===== config.mk =====
export PLATFORM = sky130hd
export DESIGN_NAME = ring_req_array
export DESIGN_NICKNAME = d
export VERILOG_FILES = /design/src/rtl/ring_req_array.sv
export SDC_FILE = /design/constraint.sdc
export NUM_CORES = 1
export LEC_CHECK = 0
export ABC_AREA = 1
export ABC_CLOCK_PERIOD_IN_PS = 1340
export BUFFER_PORTS_ARGS = -buffer_cell sky130_fd_sc_hd__buf_2
export CAP_MARGIN = 0
export CORE_ASPECT_RATIO = 0.6
export CORE_UTILIZATION = 45
export CTS_CLUSTER_SIZE = 25
export DETAILED_ROUTE_END_ITERATION = 10
export GPL_ROUTABILITY_DRIVEN = 0
export PLACE_DENSITY_LB_ADDON = 0.1
export SLEW_MARGIN = 5
export SYNTH_ARGS = -nofsm -noshare
export SYNTH_HDL_FRONTEND = slang
export SYNTH_SLANG_ARGS = --single-unit

===== constraint.sdc =====
create_clock -name clk -period 1.34 [get_ports clk]
set_input_delay 0.134 -clock clk [delete_from_list [all_inputs] [get_ports clk]]
set_output_delay 0.134 -clock clk [all_outputs]
set_load 0.1 [all_outputs]

===== src/rtl/ring_req_array.sv =====
// Array of independent ring-protocol progress trackers, one FSM per channel.
// Outputs are pure decodes of registered state; no input reaches an output combinationally.
//
//   state   | meaning
//   --------+---------------------------------------------------------
//   ST_INIT | first cycle after reset, all channel state cleared
//   ST_RUN  | advancing progress, counting consecutive losses
//   ST_DONE | progress saturated at K-1, waiting for stability/restart
//   ST_FAIL | loss budget exhausted, held until restart or reset
module ring_req_array #(
    parameter int K       = 4,
    parameter int NCH     = 2,
    parameter int MAXLOSS = 3
) (
    input  logic               clk,
    input  logic               reset,
    input  logic [NCH-1:0]     restart,
    input  logic [NCH-1:0]     loss,
    input  logic [NCH-1:0]     controllable_stable,
    output logic [NCH*6-1:0]   prg_flat,
    output logic [NCH-1:0]     done,
    output logic [NCH-1:0]     fail,
    output logic               error,
    output logic               objective
);

    typedef enum logic [1:0] {
        ST_INIT = 2'd0,
        ST_RUN  = 2'd1,
        ST_DONE = 2'd2,
        ST_FAIL = 2'd3
    } state_t;

    logic [NCH-1:0] w_unsafe;

    for (genvar g = 0; g < NCH; g++) begin : g_ch
        state_t       r_state  = ST_INIT;
        logic [5:0]   r_prg    = '0;
        logic [7:0]   r_lcnt   = '0;
        logic         r_stable = 1'b0;

        state_t       w_state_nxt;
        logic [5:0]   w_prg_nxt;
        logic [7:0]   w_lcnt_nxt;
        logic         w_stable_nxt;
        logic [8:0]   w_lcnt_inc;

        assign w_lcnt_inc = {1'b0, r_lcnt} + 9'd1;

        always_ff @(posedge clk) begin
            if (reset) begin
                r_state  <= ST_INIT;
                r_prg    <= '0;
                r_lcnt   <= '0;
                r_stable <= 1'b0;
            end else begin
                r_state  <= w_state_nxt;
                r_prg    <= w_prg_nxt;
                r_lcnt   <= w_lcnt_nxt;
                r_stable <= w_stable_nxt;
            end
        end

        always_comb begin
            w_state_nxt  = r_state;
            w_prg_nxt    = r_prg;
            w_lcnt_nxt   = r_lcnt;
            w_stable_nxt = r_stable;
            case (r_state)
                ST_INIT: begin
                    w_state_nxt  = ST_RUN;
                    w_prg_nxt    = '0;
                    w_lcnt_nxt   = '0;
                    w_stable_nxt = 1'b0;
                end
                ST_RUN: begin
                    if (restart[g]) begin
                        w_prg_nxt    = '0;
                        w_lcnt_nxt   = '0;
                        w_stable_nxt = 1'b0;
                    end else if (loss[g]) begin
                        // Reaching the budget leaves RUN, so lcnt can never pass MAXLOSS.
                        w_lcnt_nxt = w_lcnt_inc[7:0];
                        if (w_lcnt_inc == 9'(MAXLOSS))
                            w_state_nxt = ST_FAIL;
                    end else begin
                        w_lcnt_nxt = '0;
                        if (r_prg == 6'(K-2)) begin
                            w_prg_nxt    = 6'(K-1);
                            w_stable_nxt = controllable_stable[g];
                            w_state_nxt  = ST_DONE;
                        end else begin
                            w_prg_nxt = r_prg + 6'd1;
                        end
                    end
                end
                ST_DONE: begin
                    w_prg_nxt = 6'(K-1);
                    if (restart[g]) begin
                        w_state_nxt  = ST_RUN;
                        w_prg_nxt    = '0;
                        w_lcnt_nxt   = '0;
                        w_stable_nxt = 1'b0;
                    end else if (controllable_stable[g]) begin
                        w_stable_nxt = 1'b1;
                    end
                end
                ST_FAIL: begin
                    if (restart[g]) begin
                        w_state_nxt  = ST_RUN;
                        w_prg_nxt    = '0;
                        w_lcnt_nxt   = '0;
                        w_stable_nxt = 1'b0;
                    end
                end
                default: w_state_nxt = ST_INIT;
            endcase
        end

        assign prg_flat[6*g +: 6] = r_prg;
        assign done[g]            = (r_state == ST_DONE);
        assign fail[g]            = (r_state == ST_FAIL);
        assign w_unsafe[g]        = ((r_state == ST_DONE) && !r_stable) || (r_state == ST_FAIL);
    end

    assign error     = |w_unsafe;
    assign objective = &done;

endmodule


==> results.tsv, run 1 <==
stage	metric	value	unit
outcome	status	finished, violations left	
outcome	violations	negative setup slack	
timing	tns	-3.49	ns
timing	period_share	1.19	
synth	synth_nets	359	
flow_run	maxCapViolations	0	
setup_path	start_kind	flip-flop	
power_and_ir_drop	p_per_area	892	nW/µm²
timing	hold_viol_final	0	
synth	synth.largest_area_cell	dfxtp_1	
setup_path	end_kind	primary output	
timing	rsz0062_at_grt	yes	
routing	drc_errors	0	
synth	synthCells	337	
clock_tree	clkLatencyLatePin	0.30	ns
floorplan	initial_core_util	0.476	
clock_tree	root_buffer	clkbuf_8	
grt	grt_overflow	0	
timing	slew_violations	0	
cells_and_area	utilization	0.798	
floorplan	rows	19	
synth	synth_common_cells	nand2_1 (94), inv_1 (45), dfxtp_1 (34)	
power_and_ir_drop	cellLeakagePower	1.55	nW
clock_tree	cts.clk_slew.worst_paths	0.08	ns
synth	synth_area	2210	µm²
cells_and_area	final_cell_area	3700	µm²
power_and_ir_drop	peakVddDrop	859	µV
grt	grt_max_degree	14	
synth	synth_top_area_frac	0.308	
routing	wl_met2	3.51	mm
routing	drtIter0Drc	118	
placed_design	place_area	2910	µm²
timing	worst_slack	-0.260	ns
synth	seq_area_frac_synth	0.308	
cells_and_area	nFillCells	313	
setup_path	critPathMaxFanout	3	
floorplan	die-area	5200	µm²
synth	ys_types	35	
floorplan	core	4640	µm²
setup_path	worstPathRequired	1.21	ns
timing	tightest_slew	0.489	ns
clock_tree	htreeDepth	2	
setup_path	crit_type	flip-flop to primary output	
setup_path	crit_arrival	1.47	ns
floorplan	pin_count	26	
floorplan	die_w	92.4	µm
timing	fin_skew	0.00702	ns
power_and_ir_drop	total_power	3.30	mW
synth	synth_edf_count	0	
synth	yosys-top-cells-area	dfxtp_1 (31%), nand2_1 (16%), ha_1 (7.9%)	
routing	wl_per_cell	15.0	µm
clock_tree	cts_num_sinks	34	
timing	whs	0.193	ns
grt	antenna_found_initial	0	
cells_and_area	antenna_cells	0	
routing	routedLengthMet1	3.51	mm
routing	dr_wl_met3	377	µm
routing	wl	7.48	mm
grt	grt_pass1_vias	2380	
clock_tree	cts_max_path_buffers	2	
synth	synth_seq_cells	34	
timing	fmaxAchievable	625	MHz
synth	synth_top_flop_cell	dfxtp_1	
clock_tree	numCtsBuffers	5	
placed_design	place_hpwl	4.14	mm
routing	top_layer_used	met4	
synth	synth_most_common_cell	nand2_1	
synth	avgSynthCellArea	6.55	µm²
cells_and_area	area.growth.synth_to_final	67.4	%
placed_design	port_buffers	25	
synth	synth-async-reset-ratio	0	
clock_tree	cts_tree	built	
timing	period_minus_slack	1.60	ns
grt	grt.total_usage	0.264	
routing	firstDrtPassIters	4	
worst_hold_path	min_path_type	primary input to flip-flop	
timing	max_slew_margin	0.676	
grt	grt_pass1_wl	10.7	mm
routing	viasPerCell	5.21	
routing	ant_nets	0	
routing	dr_total_vias	2595	
clock_tree	holdBufCountCts	0	
timing	setup_viol	32	
cells_and_area	fin_nets	456	
cells_and_area	layout-drive-gt1-share	0.552	
floorplan	die_h	56.3	µm
synth	ys_warn_count	0	
-- critical path, stage by stage (launching register included) --
cell and delay (ns):
dfxtp_4 0.36, buf_6 0.12, ha_4 0.15, inv_4 0.05, buf_4 0.13, o211ai_1 0.13, buf_12 0.22
-- layer usage --
metal,up-vias,GRT usage
met5,-,0
met4,0,0.0893
met3,11,0.0583
met2,83,0.410
met1,1233,0.362
li1,1268,-
-- kinds of logic after synthesis --
group	after synthesis	synth area share
buffers and inverters	58	0.109
AO/OA/AOI/OAI	62	0.159
XOR/XNOR	2	0.00793
AND/OR/NAND/NOR	167	0.336
adder cells (fa/ha/maj)	14	0.0793
flip-flops	34	0.308
-- power breakdown --
group          total, mW  switching, mW  leakage, nW  internal (mW)
Combinational       1.34          0.769         1.22          0.572
Clock              0.870          0.456       0.0472          0.414
Sequential          1.09         0.0410        0.286           1.05
Total               3.30           1.27         1.55           2.03
-- sequential cells by signal, indices dropped and copies added, names as in the netlist --
signal,count
g_ch.r_prg,12
g_ch.r_stable,2
g_ch.r_state,4
g_ch.r_lcnt,16
-- repair_timing --
action,4_1_cts,5_1_grt
endpoints found under the setup margin,32,41
setup buffers,20,7
gates resized for setup,79,80
pin swaps,27,33
-- cell type report --
type,count,area (µm²),share of cell area
multi-input combinational,245,1720,0.465
timing repair buffer,95,843,0.228
sequential,34,724,0.196
inverter,53,235,0.0636
clock buffer,6,82.6,0.0223
tap,63,78.8,0.0213
clock inverter,2,12.5,0.00338
-- worst paths after layout --
check | endpoint | startpoint | cells past startpoint | slack [ns]
setup / recovery | error | g_ch[0].r_state[1] | 6 | -0.26
hold / removal | g_ch[0].r_prg[1] | reset | 3 | 0.19
setup reg to reg | g_ch[1].r_prg[2] | g_ch[1].r_state[1] | 11 | -0.18
hold reg to reg | g_ch[0].r_stable | g_ch[0].r_stable | 2 | 0.49
-- through the flow --
stage	setup slack (ns)	std cells
3_5_place_dp	-0.136	465
5_1_grt	-0.327	498
4_1_cts	-0.240	492
6_report	-0.260	498
2_1_floorplan	-1.05	337
3_3_place_gp	-0.0822	465
-- cells in the final DEF (no fill, tap or decap), types with 3 or more instances in the layout --
| master | instances |
|---|---|
| nor2_1 | 21 |
| buf_4 | 48 |
| o21ai_0 | 5 |
| a21oi_1 | 13 |
| nand2_1 | 71 |
| a21oi_2 | 20 |
| nor2_4 | 6 |
| nor2_2 | 7 |
| nand2_2 | 19 |
| o21ai_1 | 7 |
| ha_4 | 9 |
| o21ai_2 | 7 |
| nand2_4 | 12 |
| ha_1 | 4 |
| o211ai_1 | 3 |
| buf_12 | 7 |
| nand3_1 | 12 |
| buf_2 | 16 |
| inv_2 | 11 |
| inv_1 | 29 |
| dfxtp_2 | 11 |
| dfxtp_1 | 15 |
| inv_4 | 9 |
| dfxtp_4 | 8 |
| buf_6 | 22 |
| nand4_1 | 6 |
| nand3_2 | 4 |
| clkbuf_8 | 6 |
Power figures use the tool's default switching activity.
==> run 2, diff against run 1 <==
--- a/config.mk
+++ b/config.mk
@@ -5,7 +5,7 @@
 export SDC_FILE = /design/constraint.sdc
 export NUM_CORES = 1
 export LEC_CHECK = 0
-export ABC_AREA = 1
+export ABC_AREA = 0
 export ABC_CLOCK_PERIOD_IN_PS = 1340
 export BUFFER_PORTS_ARGS = -buffer_cell sky130_fd_sc_hd__buf_2
 export CAP_MARGIN = 0
==> results.tsv, run 2 <==
stage	metric	value	unit
outcome	status	finished, violations left	
outcome	violations	negative setup slack	
timing	fin_skew	0.0109	ns
setup_path	worst_r2r_endpoint	g_ch[0].r_state[0]	
grt	grt.total_usage	0.276	
floorplan	initial_core_util	0.472	
cells_and_area	antenna_cells	0	
synth	ys_warn_count	0	
synth	yosys-top-cells-area	dfxtp_1 (31%), nor2_1 (8.6%), ha_1 (8.1%)	
timing	setup_viol	37	
synth	synth_area	2180	µm²
clock_tree	cts_tree	built	
synth	synth_seq_cells	34	
synth	synth_edf_count	0	
timing	slew_violations	0	
clock_tree	clkLatencyLatePin	0.30	ns
synth	synth_most_common_cell	nor2_1	
worst_hold_path	hold_start	reset	
setup_path	start_kind	flip-flop	
grt	grt_pass1_wl	11.3	mm
cells_and_area	final_common_cell	buf_4	
timing	max_slew_margin	0.681	
clock_tree	root_buffer	clkbuf_8	
timing	whs	0.271	ns
floorplan	die_h	55.9	µm
cells_and_area	max_flop_register	g_ch.r_lcnt	
cells_and_area	nFillCells	232	
setup_path	rrSetupSlack	-0.60	ns
power_and_ir_drop	peakVddDrop	520	µV
setup_path	r2r-start	g_ch[0].r_prg[0]	
synth	seq_area_frac_synth	0.313	
setup_path	path_buf_inv	1	
synth	synth_top_area_frac	0.313	
power_and_ir_drop	p_per_area	847	nW/µm²
placed_design	place_hpwl	4.52	mm
grt	grt_overflow	0	
routing	firstDrtPassIters	5	
setup_path	crit_type	flip-flop to flip-flop	
floorplan	die_w	91.8	µm
cells_and_area	area.growth.synth_to_final	78.2	%
timing	rsz0062_at_grt	yes	
timing	worst_slack	-0.600	ns
cells_and_area	final_cell_mix	buf_4 (71), nor2_1 (37), buf_6 (22)	
cells_and_area	layout-drive-gt1-share	0.561	
cells_and_area	fin_nets	422	
worst_hold_path	hold_end	g_ch[1].r_prg[0]	
synth	avgSynthCellArea	7.58	µm²
clock_tree	cts_max_path_buffers	2	
floorplan	die-area	5130	µm²
setup_path	max_stage_delay	0.47	ns
timing	period_share	1.45	
worst_hold_path	min_path_type	primary input to flip-flop	
clock_tree	holdBufCountCts	0	
synth	synthCells	287	
floorplan	pin_count	26	
timing	period_minus_slack	1.94	ns
cells_and_area	top_regs	g_ch.r_lcnt (16), g_ch.r_prg (12), g_ch.r_state (4)	
clock_tree	cts_num_sinks	34	
power_and_ir_drop	cellLeakagePower	1.50	nW
routing	dr_total_vias	2767	
routing	drtIter0Drc	147	
routing	viasPerCell	5.96	
clock_tree	htreeDepth	2	
synth	ys_types	48	
timing	fmaxAchievable	516	MHz
synth	synth-async-reset-ratio	0	
setup_path	path_cells	inv_4 -> ha_4 -> or4b_4 -> or2_4 -> o31ai_2 -> a21oi_2 -> a211oi_2	
flow_run	maxCapViolations	0	
grt	grt_max_degree	22	
timing	tightest_slew	0.479	ns
floorplan	core	4610	µm²
setup_path	r2r_cells	7	
routing	wl	8.38	mm
setup_path	crit_arrival	2.15	ns
synth	synth_common_cells	nor2_1 (50), dfxtp_1 (34), a21oi_1 (31)	
routing	ant_nets	0	
placed_design	dp_slack	-0.653	ns
clock_tree	numCtsBuffers	5	
synth	synth_nets	309	
setup_path	path_delay_family	simple AND/OR/NAND/NOR gates	
routing	drc_errors	0	
setup_path	critPathMaxFanout	4	
grt	antenna_found_initial	0	
routing	wl_per_cell	18.1	µm
synth	synth.largest_area_cell	dfxtp_1	
setup_path	end_kind	flip-flop	
setup_path	worstPathRequired	1.55	ns
setup_path	slowest_stage	or4b_4	
worst_hold_path	min_path_cells	2	
grt	grt_pass1_vias	2429	
timing	hold_viol_final	0	
clock_tree	cts.clk_slew.worst_paths	0.08	ns
synth	synth_top_flop_cell	dfxtp_1	
cells_and_area	largest_register_ffs	16	
floorplan	rows	19	
placed_design	port_buffers	25	
==> run 2: cell types whose count changed after synthesis, moves of 7 or more <==
cell	previous run	this run
nand3_1	16	9
inv_1	45	12
nand2_1	94	15
nor2_1	28	50
nand2_2	7	0
==> run 2: logic make-up after synthesis <==
| logic type | share of synthesized area |
|---|---|
| AO/OA/AOI/OAI | 0.228 |
| XOR/XNOR | 0.0282 |
| adder cells (fa/ha/maj) | 0.0805 |
| buffers and inverters | 0.0408 |
| flip-flops | 0.313 |
| multiplexers | 0.00460 |
| AND/OR/NAND/NOR | 0.305 |
==> run 2: cell type report <==
type / count / area (µm²) / share of cell area
multi-input cells: 230 / 1890 / 0.488
clock buffers: 7 / 86.3 / 0.0223
inverters: 12 / 65.1 / 0.0168
clock inverters: 1 / 5.00 / 0.00129
repair buffers: 117 / 1030 / 0.266
flip-flops and latches: 34 / 721 / 0.186
well taps: 63 / 78.8 / 0.0203
==> run 2: how the worst max path moves through the flow <==
| stage | slack, ns | endpoint | depth (start not counted) | start |
|---|---|---|---|---|
| final | -0.60 | g_ch[0].r_state[0] | 7 | g_ch[0].r_prg[0] |
| after global routing | -0.64 | g_ch[0].r_state[1] | 7 | g_ch[0].r_prg[0] |
| after CTS | -0.55 | g_ch[0].r_state[1] | 7 | g_ch[0].r_prg[0] |
| after detailed placement | -0.65 | g_ch[0].r_state[1] | 7 | g_ch[0].r_prg[0] |
| after global placement | -0.56 | g_ch[0].r_state[0] | 7 | g_ch[0].r_prg[0] |
| after floorplan | -0.62 | g_ch[1].r_stable | 6 | g_ch[1].r_prg[1] |
==> run 2: what timing repair did <==
item / in CTS / in global routing
cloned: 1 / 0
gates resized for setup: 74 / 46
buffers inserted: 16 / 8
pin swaps: 35 / 23
endpoints found under the hold margin: 0 / 0
setup endpoints to repair: 39 / 44
==> run 2: stage by stage <==
step	std cells	utilization	total power [mW]	TNS [ns]	instance area [µm²]
6_report	464	0.841	3.28	-9.75	3880
5_1_grt	464	0.841	3.41	-11.98	3880
4_1_cts	460	0.799	3.07	-8.30	3680
3_5_place_dp	438	0.697	2.05	-9.22	3220
3_3_place_gp	438	0.697	2.03	-8.20	3220
2_1_floorplan	287	-	1.71	-10.87	2410
==> run 2: layer usage <==
| layer | GRT usage | share of wire | up-vias |
|---|---|---|---|
| met5 | 0 | 0 | - |
| met4 | 0.0670 | 0.033 | 0 |
| met3 | 0.0574 | 0.073 | 33 |
| met2 | 0.444 | 0.46 | 149 |
| met1 | 0.382 | 0.43 | 1323 |
| li1 | - | - | 1262 |
==> run 2: where the power goes <==
group          internal (mW)  switching [mW]
sequential              1.04          0.0484
clock                  0.416           0.427
combinational          0.618           0.735
==> run 3, diff against run 2 <==
--- a/config.mk
+++ b/config.mk
@@ -15,6 +15,7 @@
 export DETAILED_ROUTE_END_ITERATION = 10
 export GPL_ROUTABILITY_DRIVEN = 0
 export PLACE_DENSITY_LB_ADDON = 0.1
+export SKIP_LAST_GASP = 1
 export SLEW_MARGIN = 5
 export SYNTH_ARGS = -nofsm -noshare
 export SYNTH_HDL_FRONTEND = slang
==> results.tsv, run 3 (synthesis gave the netlist of run 2 again) <==
stage	metric	value	unit
outcome	status	finished, violations left	
outcome	violations	negative setup slack	
grt	grt.total_usage	0.274	
timing	hold_viol_final	0	
grt	antenna_found_initial	0	
timing	slew_violations	0	
clock_tree	numCtsBuffers	5	
timing	rsz0062_at_grt	yes	
floorplan	die-area	5130	µm²
timing	max_slew_margin	0.676	
setup_path	critPathMaxFanout	4	
clock_tree	cts_max_path_buffers	2	
floorplan	die_h	55.9	µm
timing	fmaxAchievable	509	MHz
power_and_ir_drop	cellLeakagePower	1.48	nW
cells_and_area	antenna_cells	0	
timing	period_minus_slack	1.97	ns
routing	wl	8.07	mm
cells_and_area	layout-drive-gt1-share	0.546	
clock_tree	cts_num_sinks	34	
worst_hold_path	min_path_type	primary input to flip-flop	
floorplan	initial_core_util	0.472	
cells_and_area	final_cell_mix	buf_4 (70), nor2_1 (40), buf_6 (20)	
cells_and_area	area.growth.synth_to_final	74.8	%
placed_design	dp_slack	-0.653	ns
clock_tree	root_buffer	clkbuf_8	
placed_design	port_buffers	25	
routing	wl_per_cell	17.5	µm
power_and_ir_drop	p_per_area	847	nW/µm²
setup_path	max_stage_delay	0.47	ns
grt	grt_pass1_wl	11.2	mm
timing	worst_slack	-0.625	ns
clock_tree	clkLatencyLatePin	0.29	ns
setup_path	crit_arrival	2.17	ns
timing	whs	0.269	ns
routing	drtIter0Drc	121	
routing	dr_total_vias	2680	
routing	ant_nets	0	
placed_design	place_hpwl	4.52	mm
clock_tree	htreeDepth	2	
floorplan	core	4610	µm²
setup_path	path_cells	inv_4 -> ha_4 -> or4b_4 -> or2_4 -> o31ai_2 -> a21oi_2 -> a211oi_2	
setup_path	crit_type	flip-flop to flip-flop	
grt	grt_overflow	0	
floorplan	pin_count	26	
grt	grt_max_degree	22	
timing	fin_skew	0.00515	ns
floorplan	die_w	91.8	µm
cells_and_area	fin_nets	420	
cells_and_area	top_regs	g_ch.r_lcnt (16), g_ch.r_prg (12), g_ch.r_state (4)	
routing	firstDrtPassIters	5	
timing	period_share	1.47	
flow_run	maxCapViolations	0	
timing	setup_viol	37	
cells_and_area	final_common_cell	buf_4	
setup_path	slowest_stage	or4b_4	
routing	viasPerCell	5.80	
floorplan	rows	19	
clock_tree	holdBufCountCts	0	
setup_path	start_kind	flip-flop	
grt	grt_pass1_vias	2410	
power_and_ir_drop	total_power	3.22	mW
clock_tree	cts.clk_slew.worst_paths	0.08	ns
timing	tightest_slew	0.489	ns
cells_and_area	largest_register_ffs	16	
cells_and_area	max_flop_register	g_ch.r_lcnt	
setup_path	worstPathRequired	1.54	ns
setup_path	end_kind	flip-flop	
power_and_ir_drop	peakVddDrop	508	µV
clock_tree	cts_tree	built	
routing	drc_errors	0	
==> run 3: cell count changes in the layout (fill, tap and decap cells not counted), moves of 2 or more <==
cell	delta
buf_6	-2
inv_2	+2
nor2_1	+3
nor2_4	-2
o21ai_0	+2
==> run 3: worst max-delay path, delay by kind of cell (launching register included) <==
kind                     cells  cell delay [ns]
AND/OR/NAND/NOR              2             0.75
AO/OA/AOI/OAI                3             0.60
flip-flops                   1             0.35
adder cells (fa/ha/maj)      1             0.11
buffers and inverters        1             0.06
==> run 3: area by class of cell <==
| class | instances | area [µm²] |
|---|---|---|
| multi-input cells | 230 | 1840 |
| repair buffers | 115 | 1010 |
| fillers | 245 | 808 |
| flip-flops and latches | 34 | 719 |
| clock buffers | 7 | 86.3 |
| well taps | 63 | 78.8 |
| inverters | 12 | 62.6 |
| clock inverters | 1 | 5.00 |
==> run 3: repair_timing <==
item	CTS	global route
setup buffers	16	4
hold endpoints to repair	0	0
cloned	1	0
setup endpoints to repair	39	45
gates resized for setup	68	34
pin swaps	35	23
==> run 3: through the flow <==
step / instance area (µm²) / instances / TNS, ns / util
2_1_floorplan: 2410 / 287 / -10.87 / -
3_3_place_gp: 3220 / 438 / -8.20 / 0.697
3_5_place_dp: 3220 / 438 / -9.22 / 0.697
4_1_cts: 3660 / 460 / -8.37 / 0.795
5_1_grt: 3800 / 462 / -12.33 / 0.825
6_report: 3800 / 462 / -10.14 / 0.825
==> run 3: worst paths after layout <==
kind | from | to | slack [ns] | cells past startpoint
worst min-delay path | reset | g_ch[1].r_prg[0] | 0.27 | 2
worst max-delay path | g_ch[0].r_prg[0] | g_ch[0].r_state[0] | -0.63 | 7
worst min register to register | g_ch[1].r_lcnt[6] | g_ch[1].r_lcnt[6] | 0.57 | 2
worst max register to register | g_ch[0].r_prg[0] | g_ch[0].r_state[0] | -0.63 | 7
==> run 3: power breakdown <==
| part | switching, mW | internal [mW] |
|---|---|---|
| Combinational | 0.715 | 0.598 |
| Clock | 0.406 | 0.416 |
| Sequential | 0.0493 | 1.04 |
==> run 3: routing by layer <==
metal,global-route usage,part of all wire
met5,0,0
met4,0.0759,0.027
met3,0.0519,0.067
met2,0.435,0.46
met1,0.383,0.45
